===== config.mk =====
export PLATFORM = sky130hd
export DESIGN_NAME = chimera_widemem_bypass_ctrl
export DESIGN_NICKNAME = d
export VERILOG_FILES = /design/src/rtl/chimera_widemem_bypass_ctrl.sv
export SDC_FILE = /design/constraint.sdc
export NUM_CORES = 1
export LEC_CHECK = 0
export BUFFER_PORTS_ARGS = -buffer_cell sky130_fd_sc_hd__clkbuf_2
export CAP_MARGIN = 15
export CORE_UTILIZATION = 56
export CTS_CLUSTER_DIAMETER = 200
export DETAILED_ROUTE_END_ITERATION = 12
export PLACE_DENSITY_LB_ADDON = 0.05
export SLEW_MARGIN = 25
export SYNTH_ARGS = -nofsm -noshare
export SYNTH_HDL_FRONTEND = slang
export SYNTH_SLANG_ARGS = --single-unit

===== constraint.sdc =====
create_clock -name clk_i -period 2.98 [get_ports clk_i]
set_input_delay 0.149 -clock clk_i [delete_from_list [all_inputs] [get_ports clk_i]]
set_output_delay 0.149 -clock clk_i [all_outputs]
set_load 0.02 [all_outputs]

===== src/rtl/chimera_widemem_bypass_ctrl.sv =====
// Wide-memory bypass mode switch controller: drains outstanding AW/AR traffic,
// flips the bypass mode and holds new requests off for a settle window.
//
// state  | meaning
// -------+--------------------------------------------------------------
// IDLE   | traffic flows, mode matches request
// DRAIN  | new AW/AR stalled, waiting for wr_cnt and rd_cnt to reach 0
// SWITCH | one cycle, mode register takes the requested value
// SETTLE | new AW/AR still stalled for SettleCycles cycles
module chimera_widemem_bypass_ctrl #(
   parameter int   MaxOutstanding = 16,
   parameter int   SettleCycles   = 4,
   parameter logic BypassRst      = 1'b0
) (
   input  logic clk_i,
   input  logic rst_i,
   input  logic bypass_req_i,
   input  logic aw_valid_i,
   input  logic ar_valid_i,
   input  logic aw_ready_i,
   input  logic ar_ready_i,
   output logic aw_valid_o,
   output logic ar_valid_o,
   output logic aw_ready_o,
   output logic ar_ready_o,
   input  logic b_valid_i,
   input  logic b_ready_i,
   input  logic r_valid_i,
   input  logic r_ready_i,
   input  logic r_last_i,
   output logic widemem_bypass_o,
   output logic busy_o,
   output logic err_o
);

   localparam int CntW = $clog2(MaxOutstanding + 1);
   localparam int SetW = (SettleCycles > 1) ? $clog2(SettleCycles) : 1;
   localparam logic [CntW-1:0] CntMax  = CntW'(MaxOutstanding);
   localparam logic [SetW-1:0] SetLoad = SetW'(SettleCycles - 1);

   typedef enum logic [1:0] {IDLE, DRAIN, SWITCH, SETTLE} state_t;

   state_t          state;
   logic [SetW-1:0] settle_cnt;
   logic [CntW-1:0] wr_cnt, rd_cnt, wr_nxt, rd_nxt;
   logic            wr_uflow, rd_uflow;
   logic            stall_aw, stall_ar;
   logic            aw_inc, ar_inc, wr_dec, rd_dec;

   assign stall_aw   = (state != IDLE) || (wr_cnt == CntMax);
   assign stall_ar   = (state != IDLE) || (rd_cnt == CntMax);
   assign aw_valid_o = aw_valid_i & ~stall_aw;
   assign aw_ready_o = aw_ready_i & ~stall_aw;
   assign ar_valid_o = ar_valid_i & ~stall_ar;
   assign ar_ready_o = ar_ready_i & ~stall_ar;

   assign aw_inc = aw_valid_o & aw_ready_i;
   assign ar_inc = ar_valid_o & ar_ready_i;
   assign wr_dec = b_valid_i & b_ready_i;
   assign rd_dec = r_valid_i & r_ready_i & r_last_i;

   // A decrement at zero holds the count and flags underflow instead of wrapping.
   always_comb begin
      wr_nxt   = wr_cnt;
      wr_uflow = 1'b0;
      if (aw_inc && !wr_dec) begin
         wr_nxt = wr_cnt + 1'b1;
      end else if (wr_dec && !aw_inc) begin
         if (wr_cnt == '0) wr_uflow = 1'b1;
         else              wr_nxt   = wr_cnt - 1'b1;
      end
   end

   always_comb begin
      rd_nxt   = rd_cnt;
      rd_uflow = 1'b0;
      if (ar_inc && !rd_dec) begin
         rd_nxt = rd_cnt + 1'b1;
      end else if (rd_dec && !ar_inc) begin
         if (rd_cnt == '0) rd_uflow = 1'b1;
         else              rd_nxt   = rd_cnt - 1'b1;
      end
   end

   always_ff @(posedge clk_i or posedge rst_i) begin
      if (rst_i) begin
         wr_cnt <= '0;
         rd_cnt <= '0;
         err_o  <= 1'b0;
      end else begin
         wr_cnt <= wr_nxt;
         rd_cnt <= rd_nxt;
         if (wr_uflow || rd_uflow) err_o <= 1'b1;
      end
   end

   // DRAIN looks at next-cycle counts so a final response lets SWITCH follow directly.
   always_ff @(posedge clk_i or posedge rst_i) begin
      if (rst_i) begin
         state            <= IDLE;
         settle_cnt       <= '0;
         widemem_bypass_o <= BypassRst;
         busy_o           <= 1'b0;
      end else begin
         case (state)
            IDLE: begin
               if (bypass_req_i != widemem_bypass_o) begin
                  state  <= DRAIN;
                  busy_o <= 1'b1;
               end
            end
            DRAIN: begin
               if (bypass_req_i == widemem_bypass_o) begin
                  state  <= IDLE;
                  busy_o <= 1'b0;
               end else if (wr_nxt == '0 && rd_nxt == '0) begin
                  state <= SWITCH;
               end
            end
            SWITCH: begin
               widemem_bypass_o <= bypass_req_i;
               settle_cnt       <= SetLoad;
               state            <= SETTLE;
            end
            SETTLE: begin
               if (settle_cnt == '0) begin
                  state  <= IDLE;
                  busy_o <= 1'b0;
               end else begin
                  settle_cnt <= settle_cnt - 1'b1;
               end
            end
            default: begin
               state  <= IDLE;
               busy_o <= 1'b0;
            end
         endcase
      end
   end

endmodule

# Word level (Yosys, flattened, before mapping)
# Index checks and enable logic that the tools add are counted.
[totals] regBits=17 in_bits=12 output_inout_bits=7 wordCells=82
[op_classes] n_addsub=5 eq_ne=12 mux=23 bitwise=11 reduce_logical=24
[op_table] cell="two-way mux 5 bit" n=6
[op_table] cell="logical NOT 5 bit" n=4
[op_table] cell="adder 5 x 1 -> 5 bit, second input constant" n=2
[op_table] cell="== test 5 bit, second input constant" n=2
[op_table] cell="two-way mux 2 bit" n=5
[op_table] cell="subtractor 5 x 1 -> 5 bit, second input constant" n=2
[op_table] cell="bitwise AND 1 bit" n=9
[op_table] cell="two-way mux 1 bit" n=9
[op_table] cell="inequality test 2 bit, second input constant" n=4
[op_table] cell="case mux 2 bit (4 select lines)" n=1
[op_table] cell="logical AND 1 bit" n=5
[op_table] cell="== test 2 bit, second input constant" n=2
[op_table] cell="logical NOT 1 bit" n=4
[op_table] cell="logical NOT 2 bit" n=2
[op_table] cell="case mux 2 bit (2 select lines)" n=1
[op_table] cell="AND reduction 4 bit" n=1
[op_table] cell="nonzero test 2 bit" n=2
[op_table] cell="logical OR 1 bit" n=3
[op_table] cell="inequality test 3 bit, second input constant" n=1
[op_table] cell="case mux 1 bit (3 select lines)" n=1
[op_table] cell="AND reduction 3 bit" n=1
[op_table] cell="nonzero test 3 bit" n=1
[op_table] cell="== test 2 x 1 -> 1 bit, second input constant" n=1
[op_table] cell="inverter 1 bit" n=2
[op_table] cell="other kinds (4)" n=4

# Longest topological paths before layout
# Gate-level depths: netlist of run 1.
[depth] word_depth=14 mapped_depth=9 depth_no_buf=8

# Least setup slack after synthesis of run 1
# Ideal clock, no wire load.
[synth_timing] kind="register to register" from="reg rd_cnt[0]" to="reg state[0]" setup_ps=139 arrival_ps=2173 required_time_ps=2841 path_slack_ps=668 path_stages_with_launch=10 path_buffers=1 synth_period_minus_slack_ps=2312 path_cell_list="dfrtp_1 > inv_1 > ha_1 > nand4bb_2 > and2_4 > buf_6 > and2_4 > or4_4 > a2111oi_4 > a31oi_1"
[synth_between] elab_chain_len=13 elab_cells_between_ends=18 cone_classes="2 x add/sub; 2 x eq/ne; 3 x mux; 3 x bitwise; 8 x reduce/logical"
[synth_lines] element="start, declared" line="45" source="logic [CntW-1:0] wr_cnt, rd_cnt, wr_nxt, rd_nxt;"
[synth_lines] element="start signal, assigned" line="92" source="rd_cnt <= rd_nxt;"
[synth_lines] element="== test 5 bit (*)" line="51" source="assign stall_ar = (state != IDLE) || (rd_cnt == CntMax);"
[synth_lines] element="logical OR 1 bit (*)" line="51"
[synth_lines] element="inverter 1 bit (*)" line="54" source="assign ar_valid_o = ar_valid_i & ~stall_ar;"
[synth_lines] element="bitwise AND 1 bit (*)" line="54"
[synth_lines] element="net ar_valid_o" line="23" source="output logic ar_valid_o,"
[synth_lines] element="bitwise AND 1 bit (*)" line="58" source="assign ar_inc = ar_valid_o & ar_ready_i;"
[synth_lines] element="logical NOT 1 bit" line="79" source="end else if (rd_dec && !ar_inc) begin"
[synth_lines] element="logical AND 1 bit" line="79"
[synth_lines] element="two-way mux 5 bit" line="79"
[synth_lines] element="two-way mux 5 bit (*)" line="77" source="if (ar_inc && !rd_dec) begin"
[synth_lines] element="logical NOT 5 bit (*)" line="116" source="end else if (wr_nxt == '0 && rd_nxt == '0) begin"
[synth_lines] element="logical AND 1 bit (*)" line="116"
[synth_lines] element="inequality test 3 bit (no source line) (*)"
[synth_lines] element="AND reduction 3 bit (no source line) (*)"
[synth_lines] element="end signal, assigned" line="114" source="state <= IDLE;"
[synth_lines] element="end signal, assigned" line="117" source="state <= SWITCH;"
[synth_lines] element="end signal, assigned" line="123" source="state <= SETTLE;"
[synth_lines] element="end, declared" line="43" source="state_t state;"
# Mark *: on every way through the listed nets, which the timed path passes. The rest lies on a longest branch.
# A chain may end at the register's enable or synchronous reset.

==> flow_metrics.py, run 1 <==
metrics = {
    "final_layout": {
        "final_cell_count_no_fill": 180,
        "nets": 171,
        "final_area_um2": 1396,
        "n_antenna_cell": 0,
        "drive_above_1_share": 0.1961,
        "syn_to_final_growth_pct": 10.39,
        "fin_util": 0.6838,
    },
    "sta": {
        "slew_headroom": 0.5656,
        "final-hold-violation-count": 0,
        "slew_viol_final": 0,
        "finClkSkew_ns": 0.001738,
        "tns_ns": 0,
        "setup_viol": 0,
        "worst_pin_slew_ns": 0.6508,
        "finalWorstSetupSlack_ns": 0.4573,
        "fin_crit_sh": 0.8465,
        "rsz0062_at_grt": "false",
        "fmax_mhz": 396.4,
        "hold_ws_ns": 0.1215,
        "period_minus_slack_ns": 2.523,
    },
    "clocking": {
        "cts_buffers": 3,
        "clock_sinks": 17,
        "cts_buffer_depth": 2,
        "clkLatencyLatePin_ns": 0.29,
        "clk_pin_slew_ns": 0.10,
        "root_buffer": "clkbuf_4",
        "ctsHtreeMaxLevel": 1,
        "cts_tree": "built",
        "post-cts-setup-buffers": 0,
    },
    "worst_setup_path": {
        "critPathKind": "reg2reg",
        "worstPathRequired_ns": 3.17,
        "end_kind": "flop",
        "crit_path_max_fanout": 6,
        "crit_arrival_ns": 2.71,
        "cp-start-kind": "flop",
    },
    "die": {
        "rows": 16,
        "die_h_um": 49.53,
        "core_area_um2": 2042,
        "ios": 19,
        "die_width_um": 49.53,
        "dieArea_um2": 2453,
        "initial_core_util": 0.6195,
    },
    "synthesis": {
        "synth_fp_nets": 152,
        "synth_flop_cell": "dfrtp_1",
        "synth_top_cell_by_area": "dfrtp_1",
        "synth_commonest_cells": "dfrtp_1, inv_1, nand3_1, nor2_1",
        "ys_types": 50,
        "synth_top_area_frac": 0.3363,
        "seq_area_frac_synth": 0.3363,
        "synth_edf_count": 0,
        "synth_cells": 135,
        "avgSynthCellArea_um2": 9.370,
        "yosysMostFrequentCell": "dfrtp_1",
        "ys_ff_latch": 17,
        "synthArstFlopShare": 1.000,
        "synthTopCellsByArea": "dfrtp_1, ha_1, nand3_1, and4_1, inv_1",
        "yosysWarnings": 0,
        "netlist_area_um2": 1265,
    },
    "power_and_ir_drop": {
        "peakVddDrop_uv": 590.2,
        "power_density_nw_per_um2": 791.6,
        "p_leak_nw": 0.6144,
        "power_mw": 1.105,
    },
    "placement": {
        "dp.cells": 175,
        "dp_hpwl_um": 2142,
        "io_buffers": 18,
        "placed_cell_area_um2": 1360,
        "gp_congestion": 0.8932,
        "place_ws_ns": 0.5051,
    },
    "route": {
        "drtAntennaViolNets": 0,
        "vias": 1177,
        "wl_um": 2818,
        "drt_pre_antenna_iters": 4,
        "drc": 0,
        "via_per_inst": 6.539,
        "wire_per_inst_um": 15.66,
        "drt_iter0_drc": 37,
    },
    "grt": {
        "grt_remaining_overflow": 0,
        "grt_pass1_wl_um": 4899,
        "grt_use_total": 0.2557,
        "grt_pass1_vias": 1169,
        "grt_max_degree": 18,
        "antenna_found_initial": 0,
    },
    "status": {
        "outcome": "finished, final reports clean",
    },
    "job": {
        "max_cap_violations": 0,
    },
    "min_path": {
        "holdCritPathClass": "in2reg",
    },
}
sequential cells by signal (all words and copies together) (netlist names), named ones only:
register / count
settle_cnt: 2
state: 1
busy_o: 1
rd_cnt: 5
err_o: 1
wr_cnt: 5
widemem_bypass_o: 1
routing by layer:
metal  vias up  global-route usage  share of wire
li1        560                   -              -
met1       570              0.3418           0.46
met2        43              0.4257           0.48
met3         4             0.04321          0.048
met4         0             0.06667         0.0089
met5         -                   0              0
layout by cell type (no fill, tap or decap), types with 3 or more instances in the layout:
cell type / count
nand2_1: 4
a31oi_1: 4
nor2b_1: 3
nor3_1: 3
a21oi_1: 5
ha_1: 5
nor2_1: 9
inv_1: 9
o21ai_0: 5
and3_1: 4
clkbuf_4: 3
clkbuf_2: 18
and4_1: 4
nand3_1: 9
xnor2_1: 3
dfrtp_1: 17
where the power goes:
group,switching [mW],internal [mW]
logic,0.287,0.238
clock network,0.0723,0.0520
registers,0.141,0.315
area by class of cell:
type	count	area (um^2)
clock buffers	4	26.28
multi-input cells	104	777.0
fillers	160	645.6
flip-flops and latches	17	425.4
inverters	9	33.78
repair buffers	19	100.1
well taps	27	33.78
logic make-up after synthesis:
logic type | synth area share
and+or+nand+nor | 0.3125
AOI/OAI and AO/OA | 0.2226
DFF | 0.3363
buffers and inverters | 0.04946
adders and majority gates | 0.04946
xor gates and xnor gates | 0.02078
muxes | 0.008901
final timing paths:
| path | start | end | slack [ns] | depth (start not counted) |
|---|---|---|---|---|
| worst max-delay path | rd_cnt[0]$_DFF_PP0_ | flop | 0.46 | 8 |
| worst min-delay path | bypass_req_i | widemem_bypass_o$_DFFE_PP0P_ | 0.12 | 2 |
| worst max register to register | rd_cnt[0]$_DFF_PP0_ | flop | 0.46 | 8 |
| worst min register to register | err_o$_DFFE_PP0P_ | err_o$_DFFE_PP0P_ | 0.49 | 1 |
| max in group asynchronous | rst_i | state[0]$_DFFE_PP0P_ | 2.10 | 3 |
| min in group asynchronous | rst_i | settle_cnt[0]$_DFFE_PP0P_ | 0.46 | 3 |
critical path: stages, from the launching register on:
cell,delay (ns)
dfrtp_1,0.46
inv_1,0.11
ha_1,0.24
nor3b_1,0.46
nand2b_1,0.22
and3_1,0.23
o311ai_1,0.35
nor4_1,0.13
a31o_1,0.23
what timing repair did:
action / in CTS / in global routing
hold buffers: 1 / 0
resized for setup: 0 / 0
endpoints found under the hold margin: 17 / 0
(Power assumes the default switching activity.)
==> inputs of run 2 (changes only) <==
--- a/config.mk
+++ b/config.mk
@@ -5,9 +5,10 @@
 export SDC_FILE = /design/constraint.sdc
 export NUM_CORES = 1
 export LEC_CHECK = 0
+export ABC_AREA = 1
 export BUFFER_PORTS_ARGS = -buffer_cell sky130_fd_sc_hd__clkbuf_2
 export CAP_MARGIN = 15
-export CORE_UTILIZATION = 56
+export CORE_UTILIZATION = 57
 export CTS_CLUSTER_DIAMETER = 200
 export DETAILED_ROUTE_END_ITERATION = 12
 export PLACE_DENSITY_LB_ADDON = 0.05
==> constraint.sdc (replaced) <==
create_clock -name clk_i -period 2.4 [get_ports clk_i]
set_input_delay 0.12 -clock clk_i [delete_from_list [all_inputs] [get_ports clk_i]]
set_output_delay 0.12 -clock clk_i [all_outputs]
set_load 0.02 [all_outputs]
==> run 2 against run 1 <==
Compared with the run above:
- via count up 20%
- hold slack got worse by 0.030 ns
- critical path type unchanged
- non-clock buffer count unchanged
==> flow_metrics.py, run 2 <==
metrics = {
    "synthesis": {
        "synthArstFlopShare": 1.000,
        "synth_edf_count": 0,
        "yosysWarnings": 0,
        "synthTopCellsByArea": "dfrtp_1, nand2_1, inv_1, nand3_1, nand3_2",
        "synth_commonest_cells": "nand2_1, inv_1, nand3_1, dfrtp_1, nor2_1",
        "avgSynthCellArea_um2": 7.236,
        "seq_area_frac_synth": 0.2773,
        "synth_top_cell_by_area": "dfrtp_1",
        "synth_flop_cell": "dfrtp_1",
        "ys_types": 32,
        "yosysMostFrequentCell": "nand2_1",
        "synth_fp_nets": 229,
        "ys_ff_latch": 17,
        "synth_top_area_frac": 0.2773,
        "synth_cells": 212,
        "netlist_area_um2": 1534,
    },
    "route": {
        "drt_iter0_drc": 38,
        "drt_pre_antenna_iters": 4,
        "vias": 1415,
        "wire_per_inst_um": 12.14,
        "via_per_inst": 5.360,
        "wl_um": 3205,
        "drtAntennaViolNets": 0,
        "drc": 0,
    },
    "min_path": {
        "whs_path_depth": 2,
        "min-delay-start": "bypass_req_i",
        "worstHoldEndpoint": "widemem_bypass_o$_DFFE_PP0P_",
        "holdCritPathClass": "in2reg",
    },
    "clocking": {
        "cts_resized": 0,
        "cts_tree": "built",
        "clkLatencyLatePin_ns": 0.28,
        "clk_pin_slew_ns": 0.09,
        "cts_buffers": 3,
        "ctsHtreeMaxLevel": 1,
        "postCtsHoldBufs": 1,
        "root_buffer": "clkbuf_4",
        "post-cts-setup-buffers": 0,
        "clock_sinks": 17,
        "cts_buffer_depth": 2,
    },
    "worst_setup_path": {
        "r2r_cells": 14,
        "crit_arrival_ns": 2.27,
        "r2r-end": "state[0]$_DFFE_PP0P_",
        "r2r-start": "wr_cnt[0]$_DFF_PP0_",
        "cp-start-kind": "flop",
        "critPathKind": "reg2reg",
        "worstPathRequired_ns": 2.58,
        "worstSetupStartpoint": "wr_cnt[0]$_DFF_PP0_",
        "end_kind": "flop",
        "r2r_setup_slack_ns": 0.31,
        "crit_path_max_fanout": 8,
    },
    "die": {
        "die_h_um": 53.88,
        "dieArea_um2": 2903,
        "core_area_um2": 2500,
        "rows": 18,
        "initial_core_util": 0.6136,
        "die_width_um": 53.88,
        "ios": 19,
    },
    "job": {
        "max_cap_violations": 0,
    },
    "grt": {
        "grt_pass1_wl_um": 5230,
        "grt_pass1_vias": 1226,
        "antenna_found_initial": 0,
        "grt_remaining_overflow": 0,
        "grt_use_total": 0.2501,
        "grt_max_degree": 18,
    },
    "sta": {
        "slew_viol_final": 0,
        "slew_headroom": 0.5714,
        "rsz0062_at_grt": "false",
        "fmax_mhz": 478.2,
        "period_minus_slack_ns": 2.091,
        "setup_viol": 0,
        "finClkSkew_ns": 0.002094,
        "fin_crit_sh": 0.8714,
        "final-hold-violation-count": 0,
        "worst_pin_slew_ns": 0.6421,
        "tns_ns": 0,
    },
    "final_layout": {
        "final_common_cell": "nand2_1",
        "seq_area_um2": 425.4,
        "syn_to_final_growth_pct": 10.36,
        "multi_input_area_um2": 972.2,
        "nets": 252,
        "fillers": 215,
        "final_cell_count_no_fill": 264,
        "final_cell_mix": "nand2_1, inv_1, nand3_1",
        "drive_above_1_share": 0.2436,
        "largestRegisters": "rd_cnt x5, wr_cnt x5, settle_cnt x2",
        "final_area_um2": 1693,
        "n_antenna_cell": 0,
        "fin_util": 0.6772,
    },
    "power_and_ir_drop": {
        "power_density_nw_per_um2": 980.5,
        "peakVddDrop_uv": 671.9,
        "p_leak_nw": 0.9204,
    },
    "placement": {
        "gp_congestion": 0.8188,
        "io_buffers": 18,
        "placed_cell_area_um2": 1657,
        "dp_hpwl_um": 2620,
        "dp.cells": 259,
    },
    "status": {
        "outcome": "finished, final reports clean",
    },
}
run 2: cell types whose count changed after synthesis, moves of 4 or more:
cell | before | now
nor2_2 | 0 | 5
and4_1 | 4 | 0
inv_1 | 9 | 33
nor2_4 | 0 | 4
nand3_2 | 0 | 7
and3_1 | 4 | 0
nand2_1 | 4 | 59
a31oi_1 | 4 | 0
nand2_2 | 0 | 5
nand3_1 | 9 | 23
nor2_1 | 9 | 17
run 2: cells by family (layout without fill, tap and decap cells):
family / Yosys count / after routing / share of synthesized area
buffers and inverters: 36 / 58 / 0.08891
AOI/OAI and AO/OA: 11 / 11 / 0.04486
DFF: 17 / 17 / 0.2773
adders and majority gates: 5 / 5 / 0.04078
and+or+nand+nor: 138 / 138 / 0.5179
xor gates and xnor gates: 4 / 4 / 0.02284
muxes: 1 / 1 / 0.007340
run 2: metrics by stage:
step | hold WS (ns) | total power [mW] | setup WS, ns
3_3_place_gp | 0.2119 | 1.456 | 0.3893
3_5_place_dp | 0.2181 | 1.512 | 0.3190
5_1_grt | 0.1035 | 1.822 | 0.1219
2_1_floorplan | 0.04607 | 1.296 | 0.5456
4_1_cts | 0.09671 | 1.661 | 0.2986
6_report | 0.09119 | 1.660 | 0.3087
run 2: cell type report:
cell class / instances / share of cell area
Multi-Input combinational cell: 159 / 0.5743
Timing Repair Buffer: 19 / 0.05913
Inverter: 35 / 0.07761
Clock buffer: 4 / 0.01552
Sequential cell: 17 / 0.2513
Tap cell: 30 / 0.02217
run 2: how the worst max path moves through the flow:
stage / endpoint / slack (ns) / cells past startpoint
after global placement: state[0]$_DFFE_PP0P_ / 0.39 / 13
after CTS: state[0]$_DFFE_PP0P_ / 0.30 / 13
after detailed placement: state[0]$_DFFE_PP0P_ / 0.32 / 13
final: state[0]$_DFFE_PP0P_ / 0.31 / 14
after floorplan: state[0]$_DFFE_PP0P_ / 0.55 / 14
after global routing: flop / 0.12 / 14
run 2: layer usage:
layer  vias to the layer above  part of all wire  track usage
met1                       656              0.43       0.3139
met3                         2             0.044      0.01977
li1                        719                 -            -
met5                         -                 0            0
met2                        38              0.53       0.4671
met4                         0            0.0044      0.03947
run 2: worst max-delay path, cell delays in order (launching register included):
cell	delay, ns
dfrtp_1	0.42
inv_1	0.11
ha_1	0.31
nand3_4	0.16
nand4_4	0.17
nand2_4	0.14
nand2_1	0.05
nand2_1	0.05
nand2_1	0.04
nand2_1	0.11
nand2_1	0.06
nor2_1	0.12
nand3_1	0.09
nand2_1	0.08
nand3_2	0.06
run 2: power by group:
part / switching (mW) / internal [mW]
Combinational: 0.630 / 0.352
Clock: 0.0823 / 0.0645
Sequential: 0.148 / 0.383
==> inputs of run 3 (changes only) <==
--- a/config.mk
+++ b/config.mk
@@ -8,11 +8,11 @@
 export ABC_AREA = 1
 export BUFFER_PORTS_ARGS = -buffer_cell sky130_fd_sc_hd__clkbuf_2
 export CAP_MARGIN = 15
-export CORE_UTILIZATION = 57
+export CORE_UTILIZATION = 50
 export CTS_CLUSTER_DIAMETER = 200
 export DETAILED_ROUTE_END_ITERATION = 12
 export PLACE_DENSITY_LB_ADDON = 0.05
-export SLEW_MARGIN = 25
+export SLEW_MARGIN = 40
 export SYNTH_ARGS = -nofsm -noshare
 export SYNTH_HDL_FRONTEND = slang
 export SYNTH_SLANG_ARGS = --single-unit
==> run 3 against run 2 <==
Compared with the run above:
- wire length is 1.6% higher
- sequential power barely moved
- clock skew grew 0.00089 ns
- critical path type unchanged
- maximum frequency is 1.2% higher
- largest power group unchanged
- the run now ends with DRC left
- largest cell class unchanged
- combinational power is essentially flat
- critical path depth up 1
==> flow_metrics.py, run 3 (synthesis gave the netlist of run 2 again) <==
metrics = {
    "status": {
        "outcome": "finished with violations",
        "violations": "DRC",
    },
    "final_layout": {
        "nets": 252,
        "drive_above_1_share": 0.2436,
        "final_cell_mix": "nand2_1, inv_1, nand3_1",
        "syn_to_final_growth_pct": 10.44,
        "largestRegisters": "rd_cnt x5, wr_cnt x5, settle_cnt x2",
        "final_common_cell": "nand2_1",
        "n_antenna_cell": 0,
        "fin_util": 0.5989,
    },
    "job": {
        "max_cap_violations": 0,
    },
    "clocking": {
        "root_buffer": "clkbuf_4",
        "cts_resized": 0,
        "clkLatencyLatePin_ns": 0.28,
        "cts_buffer_depth": 2,
        "clk_pin_slew_ns": 0.10,
        "ctsHtreeMaxLevel": 1,
        "cts_buffers": 3,
        "clock_sinks": 17,
        "cts_tree": "built",
    },
    "grt": {
        "grt_pass1_vias": 1387,
        "grt_max_degree": 18,
        "grt_remaining_overflow": 0,
        "grt_pass1_wl_um": 5830,
        "grt_use_total": 0.2214,
        "antenna_found_initial": 0,
    },
    "worst_setup_path": {
        "end_kind": "flop",
        "slowest_delay_ns": 0.42,
        "r2r-end": "state[0]$_DFFE_PP0P_",
        "r2r-start": "rd_cnt[0]$_DFF_PP0_",
        "cp_common_cell": "nand2_1",
        "crit_path_max_fanout": 4,
        "r2r_cells": 15,
        "r2r_setup_slack_ns": 0.33,
        "path_buf_inv": 3,
        "path_cells": "inv_1, ha_1, nand2_1, nor3_1, inv_1, nand3_2, nand2_1, nand2_1, nand2_2, inv_2, nand2_1, nor2_1, nand3_1, nand2_1, nand3_2",
        "slowest_stage": "dfrtp_1",
        "worst-path-stages": 15,
        "worstPathRequired_ns": 2.58,
        "cpLargestDelayFamily": "simple AND/OR/NAND/NOR gates",
        "crit_arrival_ns": 2.24,
        "critPathKind": "reg2reg",
        "cp-start-kind": "flop",
    },
    "sta": {
        "finClkSkew_ns": 0.002987,
        "fin_crit_sh": 0.8610,
        "slew_headroom": 0.5761,
        "period_minus_slack_ns": 2.067,
        "setup_viol": 0,
        "slew_viol_final": 0,
        "worst_pin_slew_ns": 0.6352,
        "final-hold-violation-count": 0,
        "tns_ns": 0,
        "rsz0062_at_grt": "false",
        "fmax_mhz": 483.9,
    },
    "route": {
        "drt_iter0_drc": 110,
        "via_per_inst": 5.358,
        "drt_pre_antenna_iters": 8,
        "vias": 1420,
        "drtAntennaViolNets": 0,
        "wire_per_inst_um": 12.29,
        "drc": 2,
        "wl_um": 3256,
    },
    "die": {
        "ios": 19,
        "dieArea_um2": 3294,
        "initial_core_util": 0.5422,
        "core_area_um2": 2829,
        "die_width_um": 57.39,
        "rows": 19,
        "die_h_um": 57.39,
    },
    "power_and_ir_drop": {
        "power_density_nw_per_um2": 979.6,
        "p_leak_nw": 0.9204,
        "peakVddDrop_uv": 552.0,
    },
    "min_path": {
        "holdCritPathClass": "in2reg",
        "whs_path_depth": 2,
        "min-delay-start": "bypass_req_i",
        "worstHoldEndpoint": "widemem_bypass_o$_DFFE_PP0P_",
    },
    "placement": {
        "gp_congestion": 0.8572,
        "dp_hpwl_um": 2632,
        "io_buffers": 18,
    },
}
run 3: cell counts in the layout (fill, tap and decap cells not counted):
No cell type changed its count.
run 3: routing by layer:
| metal | global-route usage | vias to the layer above | wire [um] |
|---|---|---|---|
| met5 | 0 | - | 0 |
| met1 | 0.2867 | 672 | 1448 |
| li1 | - | 717 | - |
| met2 | 0.3904 | 27 | 1656 |
| met4 | 0.05575 | 0 | 23 |
| met3 | 0.02721 | 4 | 128 |
run 3: worst max path at each step:
stage,slack [ns],start,endpoint
5_1_grt,0.08,rd_cnt[0]$_DFF_PP0_,flop
3_5_place_dp,0.35,wr_cnt[0]$_DFF_PP0_,state[0]$_DFFE_PP0P_
3_3_place_gp,0.37,wr_cnt[0]$_DFF_PP0_,state[0]$_DFFE_PP0P_
2_1_floorplan,0.55,wr_cnt[0]$_DFF_PP0_,state[0]$_DFFE_PP0P_
6_report,0.33,rd_cnt[0]$_DFF_PP0_,state[0]$_DFFE_PP0P_
4_1_cts,0.33,wr_cnt[0]$_DFF_PP0_,state[0]$_DFFE_PP0P_
run 3: what timing repair did:
item                      in CTS  in global routing
hold endpoints to repair      17                  0
hold buffers                   1                  0
buffers inserted               0                  0
run 3: report_power, final:
part | switching (mW) | total (mW) | internal (mW)
combinational | 0.628 | 0.979 | 0.351
clock | 0.0868 | 0.151 | 0.0644
sequential | 0.146 | 0.529 | 0.383
total | 0.861 | 1.66 | 0.799
run 3: final cells by class:
type / instances / area, um^2
clock buffers: 4 / 26.28
fillers: 265 / 1135
inverters: 35 / 131.4
multi-input cells: 159 / 972.2
flip-flops and latches: 17 / 425.4
well taps: 31 / 38.79
repair buffers: 19 / 100.1
run 3: through the flow:
stage	hold slack (ns)	std cells	power [mW]	instance area [um^2]	setup WS, ns
6_report	0.09518	265	1.660	1694	0.3335
5_1_grt	0.1014	265	1.817	1694	0.07729
3_3_place_gp	0.2137	260	1.468	1658	0.3717
4_1_cts	0.1011	265	1.661	1694	0.3312
3_5_place_dp	0.2110	260	1.509	1658	0.3465
2_1_floorplan	0.04607	212	1.296	1534	0.5456
